--- src/rtl/multicycle_controller_pkg.sv ---
// Shared definitions for the multicycle controller: opcodes, ALU ops, FSM states
// and accumulator source encodings.
package multicycle_controller_pkg;

  typedef enum logic [3:0] {
    OP_ADD   = 4'h0,
    OP_SUB   = 4'h1,
    OP_AND   = 4'h2,
    OP_XOR   = 4'h3,
    OP_SFL   = 4'h4,
    OP_SFR   = 4'h5,
    OP_CMP   = 4'h6,
    OP_GTR   = 4'h7,
    OP_STORE = 4'h8,
    OP_PUT   = 4'h9,
    OP_BTR   = 4'hA,
    OP_JMP   = 4'hB,
    OP_LB    = 4'hC,
    OP_SB    = 4'hD,
    OP_RSVD  = 4'hE,
    OP_HALT  = 4'hF
  } instr_o_t;

  typedef enum logic [2:0] {
    ALU_ADD = 3'd0,
    ALU_SUB = 3'd1,
    ALU_AND = 3'd2,
    ALU_XOR = 3'd3,
    ALU_SFL = 3'd4,
    ALU_SFR = 3'd5,
    ALU_EQU = 3'd6,
    ALU_GTR = 3'd7
  } alu_op_t;

  typedef enum logic [2:0] {
    S_IDLE  = 3'd0,
    S_FETCH = 3'd1,
    S_EXEC  = 3'd2,
    S_MEM   = 3'd3,
    S_DONE  = 3'd4
  } ctrl_state_t;

  localparam logic [1:0] ACC_SRC_IMM = 2'b00;
  localparam logic [1:0] ACC_SRC_REG = 2'b01;
  localparam logic [1:0] ACC_SRC_MEM = 2'b10;
  localparam logic [1:0] ACC_SRC_ALU = 2'b11;

endpackage

--- src/rtl/multicycle_controller_if.sv ---
// Controller-side bundle: fetch handshake, decoded control strobes and status.
interface multicycle_controller_if #(
  parameter int OP_W  = 4,
  parameter int CNT_W = 16
);
  import multicycle_controller_pkg::*;

  logic            start;
  logic            fetch_ack;
  logic            TYP;
  logic [OP_W-1:0] OP;

  logic             fetch_req;
  logic             br_ctrl;
  logic             jmp_ctrl;
  logic             regwrite_ctrl;
  alu_op_t          aluop_ctrl;
  logic             memwrite_ctrl;
  logic             mem_req;
  logic [1:0]       accdata_ctrl;
  logic             accwrite_ctrl;
  logic             pc_en;
  logic             illegal;
  logic             done;
  logic [CNT_W-1:0] retired;

  modport master (
    input  start, fetch_ack, TYP, OP,
    output fetch_req, br_ctrl, jmp_ctrl, regwrite_ctrl, aluop_ctrl, memwrite_ctrl,
           mem_req, accdata_ctrl, accwrite_ctrl, pc_en, illegal, done, retired
  );

  modport slave (
    output start, fetch_ack, TYP, OP,
    input  fetch_req, br_ctrl, jmp_ctrl, regwrite_ctrl, aluop_ctrl, memwrite_ctrl,
           mem_req, accdata_ctrl, accwrite_ctrl, pc_en, illegal, done, retired
  );

endinterface

--- src/rtl/mem_wait_timer.sv ---
// Loadable down-counter that times data-memory accesses; zero marks the final cycle.
module mem_wait_timer #(
  parameter int MEM_LAT = 2
) (
  input  logic clk,
  input  logic rst,
  input  logic load,
  output logic zero
);

  localparam int CW = 4;

  logic [CW-1:0] cnt;

  always_ff @(posedge clk) begin
    if (rst) begin
      cnt <= '0;
    end else if (load) begin
      cnt <= CW'(MEM_LAT - 1);
    end else if (cnt != '0) begin
      cnt <= cnt - 1'b1;
    end
  end

  assign zero = (cnt == '0);

endmodule

--- src/rtl/multicycle_controller.sv ---
// Fetch/execute/memory-wait sequencer for the accumulator datapath. Controls are
// Moore outputs decoded from the state and the latched instruction only.
module multicycle_controller
  import multicycle_controller_pkg::*;
#(
  parameter int OP_W    = 4,
  parameter int MEM_LAT = 2,
  parameter int CNT_W   = 16
) (
  input  logic                    CLK,
  input  logic                    reset,
  multicycle_controller_if.master bus
);

  localparam logic [2:0] ST_IDLE  = S_IDLE;
  localparam logic [2:0] ST_FETCH = S_FETCH;
  localparam logic [2:0] ST_EXEC  = S_EXEC;
  localparam logic [2:0] ST_MEM   = S_MEM;
  localparam logic [2:0] ST_DONE  = S_DONE;

  logic [2:0]       state, state_nxt;
  logic             typ_r;
  logic [OP_W-1:0]  op_r;
  logic [CNT_W-1:0] retired_r;
  logic             timer_load, timer_zero;
  logic             pc_en_c, alu_sel;

  function automatic logic [CNT_W-1:0] sat_inc(input logic [CNT_W-1:0] v);
    return (&v) ? v : v + 1'b1;
  endfunction

  mem_wait_timer #(.MEM_LAT(MEM_LAT)) u_timer (
    .clk  (CLK),
    .rst  (reset),
    .load (timer_load),
    .zero (timer_zero)
  );

  always_comb begin
    state_nxt         = state;
    timer_load        = 1'b0;
    pc_en_c           = 1'b0;
    alu_sel           = 1'b0;
    bus.fetch_req     = 1'b0;
    bus.br_ctrl       = 1'b0;
    bus.jmp_ctrl      = 1'b0;
    bus.regwrite_ctrl = 1'b0;
    bus.aluop_ctrl    = ALU_ADD;
    bus.memwrite_ctrl = 1'b0;
    bus.mem_req       = 1'b0;
    bus.accdata_ctrl  = ACC_SRC_IMM;
    bus.accwrite_ctrl = 1'b0;
    bus.illegal       = 1'b0;
    bus.done          = 1'b0;
    case (state)
      ST_IDLE: if (bus.start) state_nxt = ST_FETCH;
      ST_FETCH: begin
        bus.fetch_req = 1'b1;
        if (bus.fetch_ack) state_nxt = ST_EXEC;
      end
      ST_EXEC: begin
        state_nxt = ST_FETCH;
        pc_en_c   = 1'b1;
        if (typ_r) begin
          bus.accwrite_ctrl = 1'b1;
          bus.accdata_ctrl  = ACC_SRC_IMM;
        end else begin
          case (op_r)
            OP_W'(OP_ADD):   begin alu_sel = 1'b1; bus.aluop_ctrl = ALU_ADD; end
            OP_W'(OP_SUB):   begin alu_sel = 1'b1; bus.aluop_ctrl = ALU_SUB; end
            OP_W'(OP_AND):   begin alu_sel = 1'b1; bus.aluop_ctrl = ALU_AND; end
            OP_W'(OP_XOR):   begin alu_sel = 1'b1; bus.aluop_ctrl = ALU_XOR; end
            OP_W'(OP_SFL):   begin alu_sel = 1'b1; bus.aluop_ctrl = ALU_SFL; end
            OP_W'(OP_SFR):   begin alu_sel = 1'b1; bus.aluop_ctrl = ALU_SFR; end
            OP_W'(OP_CMP):   begin alu_sel = 1'b1; bus.aluop_ctrl = ALU_EQU; end
            OP_W'(OP_GTR):   begin alu_sel = 1'b1; bus.aluop_ctrl = ALU_GTR; end
            // STORE deliberately leaves the accumulator untouched
            OP_W'(OP_STORE): bus.regwrite_ctrl = 1'b1;
            OP_W'(OP_PUT): begin
              bus.accwrite_ctrl = 1'b1;
              bus.accdata_ctrl  = ACC_SRC_REG;
            end
            OP_W'(OP_BTR):   bus.br_ctrl  = 1'b1;
            OP_W'(OP_JMP):   bus.jmp_ctrl = 1'b1;
            OP_W'(OP_LB), OP_W'(OP_SB): begin
              pc_en_c    = 1'b0;
              timer_load = 1'b1;
              state_nxt  = ST_MEM;
            end
            OP_W'(OP_HALT): begin
              pc_en_c   = 1'b0;
              state_nxt = ST_DONE;
            end
            default:         bus.illegal = 1'b1;
          endcase
          if (alu_sel) begin
            bus.accwrite_ctrl = 1'b1;
            bus.accdata_ctrl  = ACC_SRC_ALU;
          end
        end
      end
      ST_MEM: begin
        bus.mem_req = 1'b1;
        if (timer_zero) begin
          pc_en_c   = 1'b1;
          state_nxt = ST_FETCH;
          if (op_r == OP_W'(OP_SB)) begin
            bus.memwrite_ctrl = 1'b1;
          end else begin
            bus.accwrite_ctrl = 1'b1;
            bus.accdata_ctrl  = ACC_SRC_MEM;
          end
        end
      end
      ST_DONE: begin
        bus.done = 1'b1;
        if (bus.start) state_nxt = ST_FETCH;
      end
      default: state_nxt = ST_IDLE;
    endcase
  end

  assign bus.pc_en   = pc_en_c;
  assign bus.retired = retired_r;

  // state, instruction register and retire counter advance on the clock edge
  always_ff @(posedge CLK) begin
    if (reset) begin
      state     <= ST_IDLE;
      typ_r     <= 1'b0;
      op_r      <= '0;
      retired_r <= '0;
    end else begin
      state <= state_nxt;
      if (state == ST_FETCH && bus.fetch_ack) begin
        typ_r <= bus.TYP;
        op_r  <= bus.OP;
      end
      if (state == ST_DONE && bus.start) begin
        retired_r <= '0;
      end else if (pc_en_c) begin
        retired_r <= sat_inc(retired_r);
      end
    end
  end

endmodule

--- src/flat_wrapper.sv ---
// flat-port wrapper written by rule: the top's interface ports become plain ports
module multicycle_controller_flat import multicycle_controller_pkg::*;
#(
  parameter int OP_W    = 4,
  parameter int MEM_LAT = 2,
  parameter int CNT_W   = 16
)
  (CLK, reset, bus_start, bus_fetch_ack, bus_TYP, bus_OP, bus_fetch_req, bus_br_ctrl, bus_jmp_ctrl, bus_regwrite_ctrl, bus_aluop_ctrl, bus_memwrite_ctrl, bus_mem_req, bus_accdata_ctrl, bus_accwrite_ctrl, bus_pc_en, bus_illegal, bus_done, bus_retired);
  multicycle_controller_if #(.OP_W(OP_W), .CNT_W(CNT_W)) bus_i ();
  input  logic CLK;
  input  logic reset;
  input wire logic [$bits(bus_i.start)-1:0] bus_start;
  input wire logic [$bits(bus_i.fetch_ack)-1:0] bus_fetch_ack;
  input wire logic [$bits(bus_i.TYP)-1:0] bus_TYP;
  input wire logic [$bits(bus_i.OP)-1:0] bus_OP;
  output wire logic [$bits(bus_i.fetch_req)-1:0] bus_fetch_req;
  output wire logic [$bits(bus_i.br_ctrl)-1:0] bus_br_ctrl;
  output wire logic [$bits(bus_i.jmp_ctrl)-1:0] bus_jmp_ctrl;
  output wire logic [$bits(bus_i.regwrite_ctrl)-1:0] bus_regwrite_ctrl;
  output wire logic [$bits(bus_i.aluop_ctrl)-1:0] bus_aluop_ctrl;
  output wire logic [$bits(bus_i.memwrite_ctrl)-1:0] bus_memwrite_ctrl;
  output wire logic [$bits(bus_i.mem_req)-1:0] bus_mem_req;
  output wire logic [$bits(bus_i.accdata_ctrl)-1:0] bus_accdata_ctrl;
  output wire logic [$bits(bus_i.accwrite_ctrl)-1:0] bus_accwrite_ctrl;
  output wire logic [$bits(bus_i.pc_en)-1:0] bus_pc_en;
  output wire logic [$bits(bus_i.illegal)-1:0] bus_illegal;
  output wire logic [$bits(bus_i.done)-1:0] bus_done;
  output wire logic [$bits(bus_i.retired)-1:0] bus_retired;
  assign bus_i.start = bus_start;
  assign bus_i.fetch_ack = bus_fetch_ack;
  assign bus_i.TYP = bus_TYP;
  assign bus_i.OP = bus_OP;
  assign bus_fetch_req = bus_i.fetch_req;
  assign bus_br_ctrl = bus_i.br_ctrl;
  assign bus_jmp_ctrl = bus_i.jmp_ctrl;
  assign bus_regwrite_ctrl = bus_i.regwrite_ctrl;
  assign bus_aluop_ctrl = bus_i.aluop_ctrl;
  assign bus_memwrite_ctrl = bus_i.memwrite_ctrl;
  assign bus_mem_req = bus_i.mem_req;
  assign bus_accdata_ctrl = bus_i.accdata_ctrl;
  assign bus_accwrite_ctrl = bus_i.accwrite_ctrl;
  assign bus_pc_en = bus_i.pc_en;
  assign bus_illegal = bus_i.illegal;
  assign bus_done = bus_i.done;
  assign bus_retired = bus_i.retired;
  multicycle_controller #(.OP_W(OP_W), .MEM_LAT(MEM_LAT), .CNT_W(CNT_W)) u_core (.CLK(CLK), .reset(reset), .bus(bus_i));
endmodule
--- config.mk ---
export PLATFORM = sky130hd
export DESIGN_NAME = multicycle_controller_flat
export DESIGN_NICKNAME = d
export VERILOG_FILES = /design/src/rtl/multicycle_controller_pkg.sv /design/src/rtl/multicycle_controller_if.sv /design/src/rtl/mem_wait_timer.sv /design/src/rtl/multicycle_controller.sv /design/src/flat_wrapper.sv
export SDC_FILE = /design/constraint.sdc
export NUM_CORES = 1
export LEC_CHECK = 0
export CAP_MARGIN = 25
export CORE_ASPECT_RATIO = 0.75
export CORE_MARGIN = 4
export CORE_UTILIZATION = 49
export DETAILED_ROUTE_END_ITERATION = 8
export PLACE_DENSITY = 0.85
export REMOVE_ABC_BUFFERS = 1
export SLEW_MARGIN = 20
export SYNTH_ARGS = -nofsm -noshare
export SYNTH_HDL_FRONTEND = slang
export SYNTH_SLANG_ARGS = --single-unit
--- constraint.sdc ---
create_clock -name CLK -period 2.4 [get_ports CLK]
set_input_delay 0.48 -clock CLK [delete_from_list [all_inputs] [get_ports CLK]]
set_output_delay 0.48 -clock CLK [all_outputs]
set_load 0.005 [all_outputs]
## Word level (Yosys, flattened, before mapping)

Index checks and enable logic that the tools add are counted.
W data, S select, Z words.

| storage, ports and cells | value |
|---|---|
| output and inout port bits | 31 |
| bits in registers | 28 |
| logic and storage cells | 98 |
| input port bits | 9 |

| operators by class | value |
|---|---|
| bitwise logic cells | 1 |
| add/subtract/negate cells | 2 |
| mux-type cells | 51 |
| reduce and logical (&&, ||, !) cells | 17 |
| eq/ne operators | 21 |

Operators with widths:

| operator | count |
|---|---|
| $mux W1 | 35 |
| $eq A4 B4 Y1 const B | 7 |
| $pmux W3 S7 | 1 |
| $mux W3 | 6 |
| $add A16 B1 Y16 const B | 1 |
| $eq A4 B3 Y1 const B | 4 |
| $reduce_and A16 Y1 | 1 |
| $reduce_or A15 Y1 | 1 |
| $pmux W3 S4 | 1 |
| $eq A4 B2 Y1 const B | 2 |
| $logic_not A4 Y1 | 2 |
| $mux W2 | 4 |
| $reduce_or A2 Y1 | 4 |
| $reduce_or A8 Y1 | 1 |
| $eq A3 B2 Y1 const B | 2 |
| $pmux W3 S2 | 1 |
| $eq A4 B1 Y1 const B | 1 |
| $ne A2 B1 Y1 const B | 2 |
| $pmux W1 S2 | 2 |
| $pmux W2 S2 | 1 |
| $reduce_bool A4 Y1 | 1 |
| $sub A4 B1 Y4 const B | 1 |
| $eq A3 B1 Y1 const B | 1 |
| $eq A3 B3 Y1 const B | 1 |
| other kinds (8) | 9 |

## Longest topological paths before layout

| logic depth | value |
|---|---|
| word-level depth | 8 |
| depth in mapped cells | 8 |

## Hierarchy

From an unflattened synthesis, not the netlist that was laid out.

| second synthesis, totals | value |
|---|---|
| cell total of the unflattened synthesis | 187 |
| area, all modules | 1642.8 sq um |

Modules (own cells, without submodules):

| module | instances | seq. area each (sq um) | cells each | area each (sq um) |
|---|---|---|---|---|
| multicycle_controller | 1 | 480.5 | 167 | 1440.1 |
| mem_wait_timer | 1 | 80.1 | 20 | 202.7 |

## Worst setup path before layout

No wires, ideal clock.

| timing | value |
|---|---|
| kind | register -> register |
| start point | register u_core.u_timer.cnt[0] |
| end point | register u_core.retired_r[5], in the netlist u_core.bus.retired[5] |
| period minus slack after synthesis | 2016 ps |
| arrival time | 1945 ps |
| cell stages (with the launch flop) | 9 |
| path buffers | 1 |
| path slack | 384 ps |
| cell sequence | dfxtp_1 -> inv_1 -> ha_1 -> nor3b_4 -> nand3_4 -> a21o_1 -> buf_6 -> or4_1 -> a21oi_1 |

| between the ends | value |
|---|---|
| longest elaborated chain between the ends | 4 |

RTL lines:

| what | RTL line | RTL |
|---|---|---|
| start, declared | mem_wait_timer.sv:13 | `logic [CW-1:0] cnt;` |
| start signal, assigned | mem_wait_timer.sv:19 | `cnt <= CW'(MEM_LAT - 1);` |
| start signal, assigned | mem_wait_timer.sv:21 | `cnt <= cnt - 1'b1;` |
| $logic_not A4 Y1 | mem_wait_timer.sv:25 | `assign zero = (cnt == '0);` |
| $mux W1 | multicycle_controller.sv:104 | `if (timer_zero) begin` |
| $pmux W1 S2 | multicycle_controller.sv:55 | `case (state)` |
| $reduce_and A2 Y1 (no source line) | n/a |  |
| end signal, assigned | multicycle_controller.sv:142 | `retired_r <= sat_inc(retired_r);` |
| end, declared | multicycle_controller.sv:24 | `logic [CNT_W-1:0] retired_r;` |

No other way between the ends.
A chain may end at the register's enable or synchronous reset.

## Final worst setup path

| timing | value |
|---|---|
| start point | register u_core.state[2] |
| end point | output port bus_illegal |

| between the ends | value |
|---|---|
| longest elaborated chain between the ends | 2 |

RTL lines:

| what | RTL line | RTL |
|---|---|---|
| start, declared | multicycle_controller.sv:21 | `logic [2:0] state, state_nxt;` |
| start signal, assigned | multicycle_controller.sv:134 | `state <= state_nxt;` |
| $eq A3 B2 Y1 | multicycle_controller.sv:55 |  |
| $mux W1 | multicycle_controller.sv:55 |  |
| end, declared | flat_wrapper.sv:26 | `output wire logic [$bits(bus_i.illegal)-1:0] bus_illegal;` |

No other way between the ends.

==> results.sh <==
export IMPL_status="complete, no violations"
export IMPL_drive_above_1_share_pct=21.7
export IMPL_clock_fmax_ghz=0.428
export IMPL_comb_power_share_pct=33.4
export IMPL_nets=267
export IMPL_grt_util_all_layers_pct=21.5
export IMPL_p_sw_share_pct=28.8
export IMPL_grt_pass1_wl_mm=7.22
export IMPL_grt_pass1_vias=1499
export IMPL_r2r_slack_ns=0.10
export IMPL_tightest_slew_ns=0.533
export IMPL_crit_path_cell_trace="and2b_2 > nand2_1 > buf_4 > nor3_1 > clkdlybuf4s50_1"
export IMPL_reg2reg_from="u_core.u_timer.cnt[1]"
export IMPL_finalCritPeriodShare_pct=97.4
export IMPL_path_max_fanout=4
export IMPL_synthCells=199
export IMPL_dpl_hpwl_mm=2.93
export IMPL_crit_buf_inv=2
export IMPL_clk_insertion_delay_late_ns=0.28
export IMPL_synth_seq_area_share_pct=35.1
export IMPL_core_mm2=0.00304
export IMPL_synthArstFlopShare_pct=0
export IMPL_skew_ns=0.00335
export IMPL_avgSynthCellArea_um2=8.04
export IMPL_grt_max_degree=17
export IMPL_maxCapViolations=0
export IMPL_nFillCells=203
export IMPL_pin_count=40
export IMPL_drcViolationCount=0
export IMPL_yosysWarnings=0
export IMPL_fp_row_count=17
export IMPL_fin_area_mm2=0.00230
export IMPL_vias_per_cell=5.85
export IMPL_post_place_cells=277
export IMPL_setup_tns_ns=0
export IMPL_cts_max_level=1
export IMPL_cts_made_buffers=3
export IMPL_drv_slew=0
export IMPL_yosys_top_cells_count="dfxtp_1, nor2_1, a21oi_1"
export IMPL_crit_cells=5
export IMPL_power_density_mw_per_mm2=609
export IMPL_ys_ff_latch=28
export IMPL_io_buffers=39
export IMPL_synth_main_ff_cell="dfxtp_1"
export IMPL_dpl_worst_slack_ns=0.0822
export IMPL_wirelength_mm=4.55
export IMPL_clockBufferDepth=2
export IMPL_rsz0062_at_grt="true"
export IMPL_slew_headroom_pct=64.5
export IMPL_first_iter_violations=128
export IMPL_period_minus_slack_ns=2.34
export IMPL_cts_tree="built"
export IMPL_worstPathRequired_ns=1.92
export IMPL_antenna_found_initial=0
export IMPL_synth_edff_count=0
export IMPL_post_synth_top_count_cell="dfxtp_1"
export IMPL_place_area_mm2=0.00207
export IMPL_worst_setup_path_start_kind="flop"
export IMPL_p_int_uw=999
export IMPL_die_h_um=57.5
export IMPL_grt_overflow_total=0
export IMPL_hp_class="reg2reg"
export IMPL_p_clk_share_pct=26.9
export IMPL_power_leakage_nw=0.921
export IMPL_num_vias=1709
export IMPL_instances_no_fill=292
export IMPL_yosys_top_cells_area="dfxtp_1, nor2_1, a21oi_1"
export IMPL_root_buffer="clkbuf_8"
export IMPL_antenna_cells=0
export IMPL_crit_type="reg2out"
export IMPL_dieWidth_um=74.0
export IMPL_hold_violations=0
export IMPL_synth_top_area_share_pct=35.1
export IMPL_vdd_drop_max_mv=0.385
export IMPL_cp_slowest_cell="clkdlybuf4s50_1"
export IMPL_critPathArrivalTime_ns=1.86
export IMPL_seqPwrFrac_pct=39.7
export IMPL_start_util_pct=52.6
export IMPL_path_delay_family="buffers and inverters"
export IMPL_wl_per_cell_um=15.6
export IMPL_slowest_delay_ns=0.55
export IMPL_cts_sinks=28
export IMPL_rr_worst_depth=11
export IMPL_synth_area_mm2=0.00160
export IMPL_r2r_end="u_core.bus.retired[5]"
export IMPL_dr_pass1_iters=4
export IMPL_finish_utilization_pct=75.7
export IMPL_synthDistinctLibCells=46
export IMPL_finalSetupViolations=0
export IMPL_end_kind="primary output"
export IMPL_crit_end="bus_illegal"
export IMPL_path_clk_slew_ns=0.10
export IMPL_critPathLaunch="u_core.state[2]"
export IMPL_power_switching_uw=403
export IMPL_syn_to_final_growth_pct=44.0
export IMPL_yosys_area_top_type="dfxtp_1"
export IMPL_worst_slack_ns=0.0627
export IMPL_postRouteAntennaNets=0
export IMPL_die_area_mm2=0.00425
export IMPL_place_gp_congestion=0.891
==> worst register-to-register path, delay by kind of cell (launching register included) <==
kind | cells | cell delay, ns
AND/OR/NAND/NOR | 3 | 0.81
buffers and inverters | 5 | 0.55
AO/OA/AOI/OAI | 2 | 0.39
flip-flops | 1 | 0.34
adder cells (fa/ha/maj) | 1 | 0.13
==> cell families (layout without fill, tap and decap cells) <==
kind of cell / after synthesis / after routing / share of synthesized area [%]
flops: 28 / 28 / 35.1
compound gates: 49 / 49 / 19.9
mux: 6 / 6 / 3.83
fa+ha+maj: 3 / 3 / 2.35
xor+xnor: 3 / 3 / 1.64
buf+inv: 12 / 67 / 3.36
simple gates: 98 / 98 / 33.9
==> cells in the final DEF, fill, tap and decap left out, types with 3 or more instances in the layout <==
cell type / count
a21oi_1: 17
a31oi_1: 3
a41o_1: 3
and2_1: 6
and3_1: 3
buf_4: 17
buf_6: 3
clkbuf_8: 3
clkdlybuf4s50_1: 32
dfxtp_1: 24
dfxtp_2: 4
dlymetal6s2s_1: 5
mux2i_1: 5
nand2_1: 17
nand2b_1: 3
nand3_1: 7
nor2_1: 26
nor2b_1: 3
nor3_1: 7
o21ai_0: 5
o31ai_1: 5
or3_1: 3
or4_1: 3
xnor2_1: 3
==> layer usage <==
metal | track usage (%) | share of wire (%) | vias up
li1 | - | - | 834
met1 | 29.6 | 46 | 788
met2 | 33.0 | 45 | 81
met3 | 5.46 | 8.3 | 6
met4 | 6.20 | 1.1 | 0
met5 | 0 | 0 | -
==> registers in the layout, indices dropped and copies added, names as in the netlist <==
name / flops
u_core.op_r: 4
u_core.bus.retired: 16
u_core.typ_r: 1
u_core.u_timer.cnt: 4
u_core.state: 3
==> worst min-delay path by stage <==
| stage | startpoint | end | slack, ns | depth (start not counted) |
|---|---|---|---|---|
| CTS | u_core.bus.retired[11] | u_core.bus.retired[11] | 0.50 | 2 |
| detailed placement | u_core.bus.retired[11] | u_core.bus.retired[11] | 0.49 | 2 |
| finish | u_core.bus.retired[1] | u_core.bus.retired[1] | 0.52 | 2 |
| floorplan | u_core.u_timer.cnt[1] | u_core.u_timer.cnt[1] | 0.47 | 2 |
| global route | u_core.bus.retired[10] | u_core.bus.retired[10] | 0.55 | 2 |
| global placement | u_core.bus.retired[11] | u_core.bus.retired[11] | 0.48 | 2 |
==> power groups by stage <==
stage | combinational (mW) | sequential, mW | clock [mW]
after floorplan | 0.220 | 0.551 | 0
after global placement | 0.308 | 0.556 | 0
after detailed placement | 0.317 | 0.559 | 0
after CTS | 0.386 | 0.548 | 0.385
after global routing | 0.517 | 0.561 | 0.400
final | 0.468 | 0.556 | 0.377
==> metrics by stage <==
stage | hold slack (ns) | power, mW
after floorplan | 0.470 | 0.770
after global placement | 0.483 | 0.864
after detailed placement | 0.489 | 0.876
after CTS | 0.504 | 1.32
after global routing | 0.546 | 1.48
final | 0.515 | 1.40
==> cell type report <==
| class | count | area, µm² | area share, % |
|---|---|---|---|
| inverters | 4 | 15.0 | 0.652 |
| clock inverters | 1 | 30.0 | 1.30 |
| repair buffers | 59 | 554 | 24.1 |
| flip-flops and latches | 28 | 566 | 24.6 |
| well taps | 38 | 47.5 | 2.07 |
| clock buffers | 3 | 41.3 | 1.79 |
| multi-input cells | 159 | 1050 | 45.5 |
==> timing repair <==
item	in CTS	in global routing
cloned	0	0
hold buffers	0	0
gates resized for setup	11	26
pin swaps	3	4
buffers inserted	6	5
endpoints found under the setup margin	7	13
Note: power is estimated with default switching activity, not from simulation.
